<file path="src/rtl/enc_pkg.sv">
// Shared encoder definitions: default widths for the input filter and the
// quadrature state encoding used by both quad_input_filter and encoder_mmio.
package enc_pkg;

  localparam int DEF_SYNC_STAGES = 2;
  localparam int DEF_FILT_W      = 4;
  localparam int DEF_ERR_W       = 8;

  // Forward rotation steps 00 -> 01 -> 11 -> 10 -> 00
  typedef enum logic [1:0] {
    QUAD_S0 = 2'b00,
    QUAD_S1 = 2'b01,
    QUAD_S2 = 2'b11,
    QUAD_S3 = 2'b10
  } quad_state_t;

endpackage

</file>
<file path="src/rtl/quad_chan_filter.sv">
// One encoder channel: multi-flop synchroniser followed by a stability
// counter that only lets the output follow the pin after filt_thresh+1 stable cycles.
module quad_chan_filter
  import enc_pkg::*;
#(
  parameter int SYNC_STAGES = DEF_SYNC_STAGES,
  parameter int FILT_W      = DEF_FILT_W
) (
  input  logic              clk,
  input  logic              reset_n,
  input  logic              enable,
  input  logic [FILT_W-1:0] filt_thresh,
  input  logic              raw,
  output logic              enc,
  output logic              update
);

  logic [SYNC_STAGES-1:0] sync_q;
  logic                   synced;
  logic [FILT_W-1:0]      cnt;

  assign synced = sync_q[SYNC_STAGES-1];

  // The synchroniser keeps running while the filter is disabled so the
  // pin state is already settled when qualification restarts.
  always_ff @(posedge clk or negedge reset_n) begin
    if (!reset_n) begin
      sync_q <= '0;
    end else begin
      sync_q <= {sync_q[SYNC_STAGES-2:0], raw};
    end
  end

  // Exported so the top level can spot both channels moving on the same edge.
  assign update = enable && (synced != enc) && (cnt >= filt_thresh);

  always_ff @(posedge clk or negedge reset_n) begin
    if (!reset_n) begin
      cnt <= '0;
      enc <= 1'b0;
    end else if (!enable) begin
      cnt <= '0;
    end else if (synced == enc) begin
      cnt <= '0;
    end else if (update) begin
      enc <= synced;
      cnt <= '0;
    end else if (cnt != '1) begin
      cnt <= cnt + 1'b1;
    end
  end

endmodule

</file>
<file path="src/rtl/quad_input_filter.sv">
// Quadrature input conditioner for encoder_mmio: two filtered channels plus
// illegal double-step detection. Define ENC_FILT_ERR_CNT_EN for the error counter.
module quad_input_filter
  import enc_pkg::*;
#(
  parameter int SYNC_STAGES = DEF_SYNC_STAGES,
  parameter int FILT_W      = DEF_FILT_W,
  parameter int ERR_W       = DEF_ERR_W
) (
  input  logic              clk,
  input  logic              reset_n,
  input  logic              enable,
  input  logic [FILT_W-1:0] filt_thresh,
  input  logic              raw_a,
  input  logic              raw_b,
  input  logic              err_clr,
  output logic              enc_a,
  output logic              enc_b,
  output logic              illegal,
  output logic [ERR_W-1:0]  err_count
);

  logic update_a;
  logic update_b;
  logic illegal_next;

  quad_chan_filter #(
    .SYNC_STAGES (SYNC_STAGES),
    .FILT_W      (FILT_W)
  ) u_chan_a (
    .clk         (clk),
    .reset_n     (reset_n),
    .enable      (enable),
    .filt_thresh (filt_thresh),
    .raw         (raw_a),
    .enc         (enc_a),
    .update      (update_a)
  );

  quad_chan_filter #(
    .SYNC_STAGES (SYNC_STAGES),
    .FILT_W      (FILT_W)
  ) u_chan_b (
    .clk         (clk),
    .reset_n     (reset_n),
    .enable      (enable),
    .filt_thresh (filt_thresh),
    .raw         (raw_b),
    .enc         (enc_b),
    .update      (update_b)
  );

  // A legal quadrature step only ever flips one line at a time.
  assign illegal_next = update_a & update_b;

  always_ff @(posedge clk or negedge reset_n) begin
    if (!reset_n) begin
      illegal <= 1'b0;
    end else begin
      illegal <= illegal_next;
    end
  end

`ifdef ENC_FILT_ERR_CNT_EN
  // Counts alongside the illegal pulse; a clear request beats an increment.
  always_ff @(posedge clk or negedge reset_n) begin
    if (!reset_n) begin
      err_count <= '0;
    end else if (err_clr) begin
      err_count <= '0;
    end else if (illegal_next && (err_count != '1)) begin
      err_count <= err_count + 1'b1;
    end
  end
`else
  logic unused_err_clr;
  assign unused_err_clr = err_clr;
  assign err_count      = '0;
`endif

endmodule

</file>
<file path="config.mk">
export PLATFORM = sky130hd
export DESIGN_NAME = quad_input_filter
export DESIGN_NICKNAME = d
export VERILOG_FILES = /design/src/rtl/enc_pkg.sv /design/src/rtl/quad_chan_filter.sv /design/src/rtl/quad_input_filter.sv
export SDC_FILE = /design/constraint.sdc
export NUM_CORES = 1
export LEC_CHECK = 0
export BUFFER_PORTS_ARGS = -buffer_cell sky130_fd_sc_hd__buf_2
export CAP_MARGIN = 20
export CORE_MARGIN = 3
export CORE_UTILIZATION = 30
export CTS_BUF_LIST = sky130_fd_sc_hd__clkbuf_8
export DETAILED_ROUTE_END_ITERATION = 6
export PLACE_DENSITY = 0.56
export RECOVER_POWER = 100
export SLEW_MARGIN = 30
export SYNTH_ARGS = -nofsm -noshare
export SYNTH_HDL_FRONTEND = slang
export SYNTH_SLANG_ARGS = --single-unit
</file>
<file path="constraint.sdc">
create_clock -name clk -period 1.75 [get_ports clk]
set_clock_uncertainty 0.2 [all_clocks]
set_input_delay 0.175 -clock clk [delete_from_list [all_inputs] [get_ports clk]]
set_output_delay 0.175 -clock clk [all_outputs]
set_load 0.01 [all_outputs]
</file>
==> reports/results.ini <==
[layout]
drive_above_1_share = 0.214
multi_input_area_um2 = 502
fin_cells = 143
antennaDiodeCount = 0
layout_common_cells = 15 x dfrtp_1, 10 x ha_1, 9 x inv_1, 8 x nor3_1, 8 x conb_1
nFillCells = 284
synthToLayoutAreaGrowth_pct = 21.2
regArea_um2 = 375
layout.nets = 133
final_common_cell = dfrtp_1
fin_area_mm2 = 0.00112

[clock_tree]
root_buffer = clkbuf_8
cts_tree = done
post_cts_buffers = 0
cts.reportedPaths.clkPinSlew_ns = 0.06
h-tree-depth = 1
cts.path.max_buffers = 2
cts_buffers = 3
cts_sinks = 15
clk_latency_ns = 0.24

[synthesis]
synth_area_um2 = 921
syn_avg_cell_area_um2 = 10.3
synth_warnings = 0
ys_types = 27
synth-seq-cells = 15
synth_cells = 89
seq_area_frac_synth = 0.408

[route]
drcViolationCount = 0
avgRoutedWirePerCell_um = 12.4
ant_nets = 0
vias = 686
first_pass_iters = 4
vias_per_cell = 4.80
drt_wl_total_um = 1770
drt-initial-drc-count = 14

[worst_hold_path]
min_from = enable
hold_path.class = in -> reg

[run_status]
status = finished with violations
failed_checks = setup timing

[floorplanning]
core-area_mm2 = 0.00283
dieArea_mm2 = 0.00377
die_w_um = 61.4
row_count = 19
initial_core_util = 0.326
die_h_um = 61.4
io_pins = 21

[sta]
fin_crit_ns = 1.78
max_freq_mhz = 562
timing.final.crit_share = 1.02
worst_pin_slew_ns = 0.816
rsz0062_at_grt = yes
hold_viol = 0
setup_ws_ns = -0.0304
report.final.slew_viol_count = 0
setup_viol = 1
slew_headroom = 0.456

[placement]
dp_cells = 136
io_buffers = 11
post_dp_cell_area_mm2 = 0.00103
dp_hpwl_um = 1300
routabilityCongestion = 0.777

[worst_setup_path]
worstPathRequired_ns = 1.69
cp.arrival_ns = 1.72
path_class = reg -> reg
path_cells = inv_1 -> ha_1 -> or3b_4 -> and2_4 -> a2111oi_4
crit_start = u_chan_a.cnt[0]$_DFFE_PN0P_
timing.rr.start = u_chan_a.cnt[0]$_DFFE_PN0P_
cp_slowest_stage_delay_ns = 0.39
crit_slowest_cell = or3b_4
critPathBufInv = 1
crit_fanout = 4
start_kind = flop
cp_top_family = simple AND/OR/NAND/NOR gates
endpoint_kind = flop

[global_routing]
grt_pass1_vias = 687
grt_max_degree = 16
grt_use_total = 0.104
grt_pass1_wl_um = 2860
antenna_found_initial = 0
grt-ovfl-total = 0

[run]
cap_violations = 0

[power]
worst_ir_drop_vdd_uv = 453
cellLeakagePower_nw = 0.551
power_density_mw_per_mm2 = 724

==> flip-flops by register name, indices dropped and copies added (netlist names) <==
name / cells
u_chan_b.sync_q: 2
u_chan_b.cnt: 4
u_chan_a.cnt: 4
u_chan_a.sync_q: 2
illegal: 1
u_chan_b.enc: 1
u_chan_a.enc: 1
==> routing by layer <==
metal / global-route usage / wire, um / vias up
met1: 0.138 / 827 / 314
li1: - / - / 349
met3: 0.0294 / 98 / 4
met5: 0 / 0 / -
met4: 0.0545 / 20 / 0
met2: 0.153 / 825 / 19
==> through the flow <==
stage / setup slack [ns] / util / setup TNS [ns] / total power [mW] / hold slack, ns
after global routing: -0.0902 / 0.395 / -0.447 / 0.856 / 0.0369
after detailed placement: -0.0228 / 0.363 / -0.0404 / 0.531 / -0.0987
after global placement: 0.00714 / 0.363 / 0 / 0.527 / -0.105
final: -0.0304 / 0.395 / -0.0304 / 0.808 / 0.0240
after floorplan: -0.0209 / - / -0.0209 / 0.487 / -0.321
after CTS: -0.0205 / 0.394 / -0.0205 / 0.817 / 0.0132
==> kinds of logic (layout without fill, tap and decap cells) <==
family                     Yosys count  after routing  share of synthesized area
AOI/OAI and AO/OA                   14             14                      0.125
xor gates and xnor gates             4              4                     0.0381
adders and majority gates           10             10                      0.136
buffers and inverters               16             32                     0.0978
DFF                                 15             15                      0.408
muxes                                2              2                     0.0217
other                                1              8                    0.00407
and+or+nand+nor                     27             27                      0.170
==> where the power goes <==
| part | switching, mW | total, mW | internal (mW) |
|---|---|---|---|
| clock network | 0.116 | 0.271 | 0.155 |
| logic | 0.0855 | 0.158 | 0.0724 |
| registers | 0.0140 | 0.379 | 0.365 |
==> worst reg2reg max path, cell delays in order, from the launching register on <==
cell       delay, ns
dfrtp_1         0.34
inv_1           0.04
ha_1            0.27
or3b_4          0.39
and2_4          0.17
a2111oi_4       0.26
==> final timing paths <==
| path | endpoint | slack (ns) | depth (start not counted) |
|---|---|---|---|
| hold / removal | illegal$_DFF_PN0_ | 0.02 | 3 |
| min in group asynchronous | u_chan_b.sync_q[0]$_DFF_PN0_ | 0.34 | 2 |
| max in group asynchronous | u_chan_a.cnt[0]$_DFFE_PN0P_ | 0.51 | 2 |
| hold reg to reg | u_chan_a.sync_q[1]$_DFF_PN0_ | 0.15 | 0 |
| setup / recovery | u_chan_a.cnt[3]$_DFFE_PN0P_ | -0.03 | 5 |
| setup reg to reg | u_chan_a.cnt[3]$_DFFE_PN0P_ | -0.03 | 5 |
==> cell type report <==
| type | count | area share |
|---|---|---|
| clock buffers | 3 | 0.0370 |
| clock inverters | 1 | 0.00336 |
| inverters | 8 | 0.0269 |
| multi-input cells | 65 | 0.450 |
| flip-flops and latches | 15 | 0.336 |
| well taps | 31 | 0.0348 |
| repair buffers | 20 | 0.112 |
==> synthesized netlist by cell type <==
cell	count	area [um2]
conb_1	1	3.75
o21ai_0	1	5.00
a21o_1	1	7.51
o211ai_1	4	30.0
nor3_1	8	40.0
a2111oi_2	2	30.0
nand2b_1	2	12.5
xnor2_1	2	17.5
ha_1	10	125
a211o_2	1	10.0
nor3b_1	1	7.51
nor2_1	2	7.51
o211a_1	1	10.0
buf_4	8	60.1
nand2_1	2	7.51
dfrtp_1	15	375
o21a_1	1	7.51
nand3b_1	1	7.51
a21oi_1	3	15.0
nand3_1	7	35.0
mux2i_1	2	20.0
and3_1	1	6.26
or3b_4	1	11.3
and2_4	1	8.76
xor2_1	2	17.5
nor4_2	1	12.5
inv_1	8	30.0
==> what timing repair did <==
action / in CTS / in global routing
hold endpoints to repair: 17 / 0
setup endpoints to repair: 2 / 10
hold buffers: 3 / 0
pin swaps: 1 / 1
gates resized for setup: 1 / 3
Note: power is estimated with default switching activity, not from simulation.
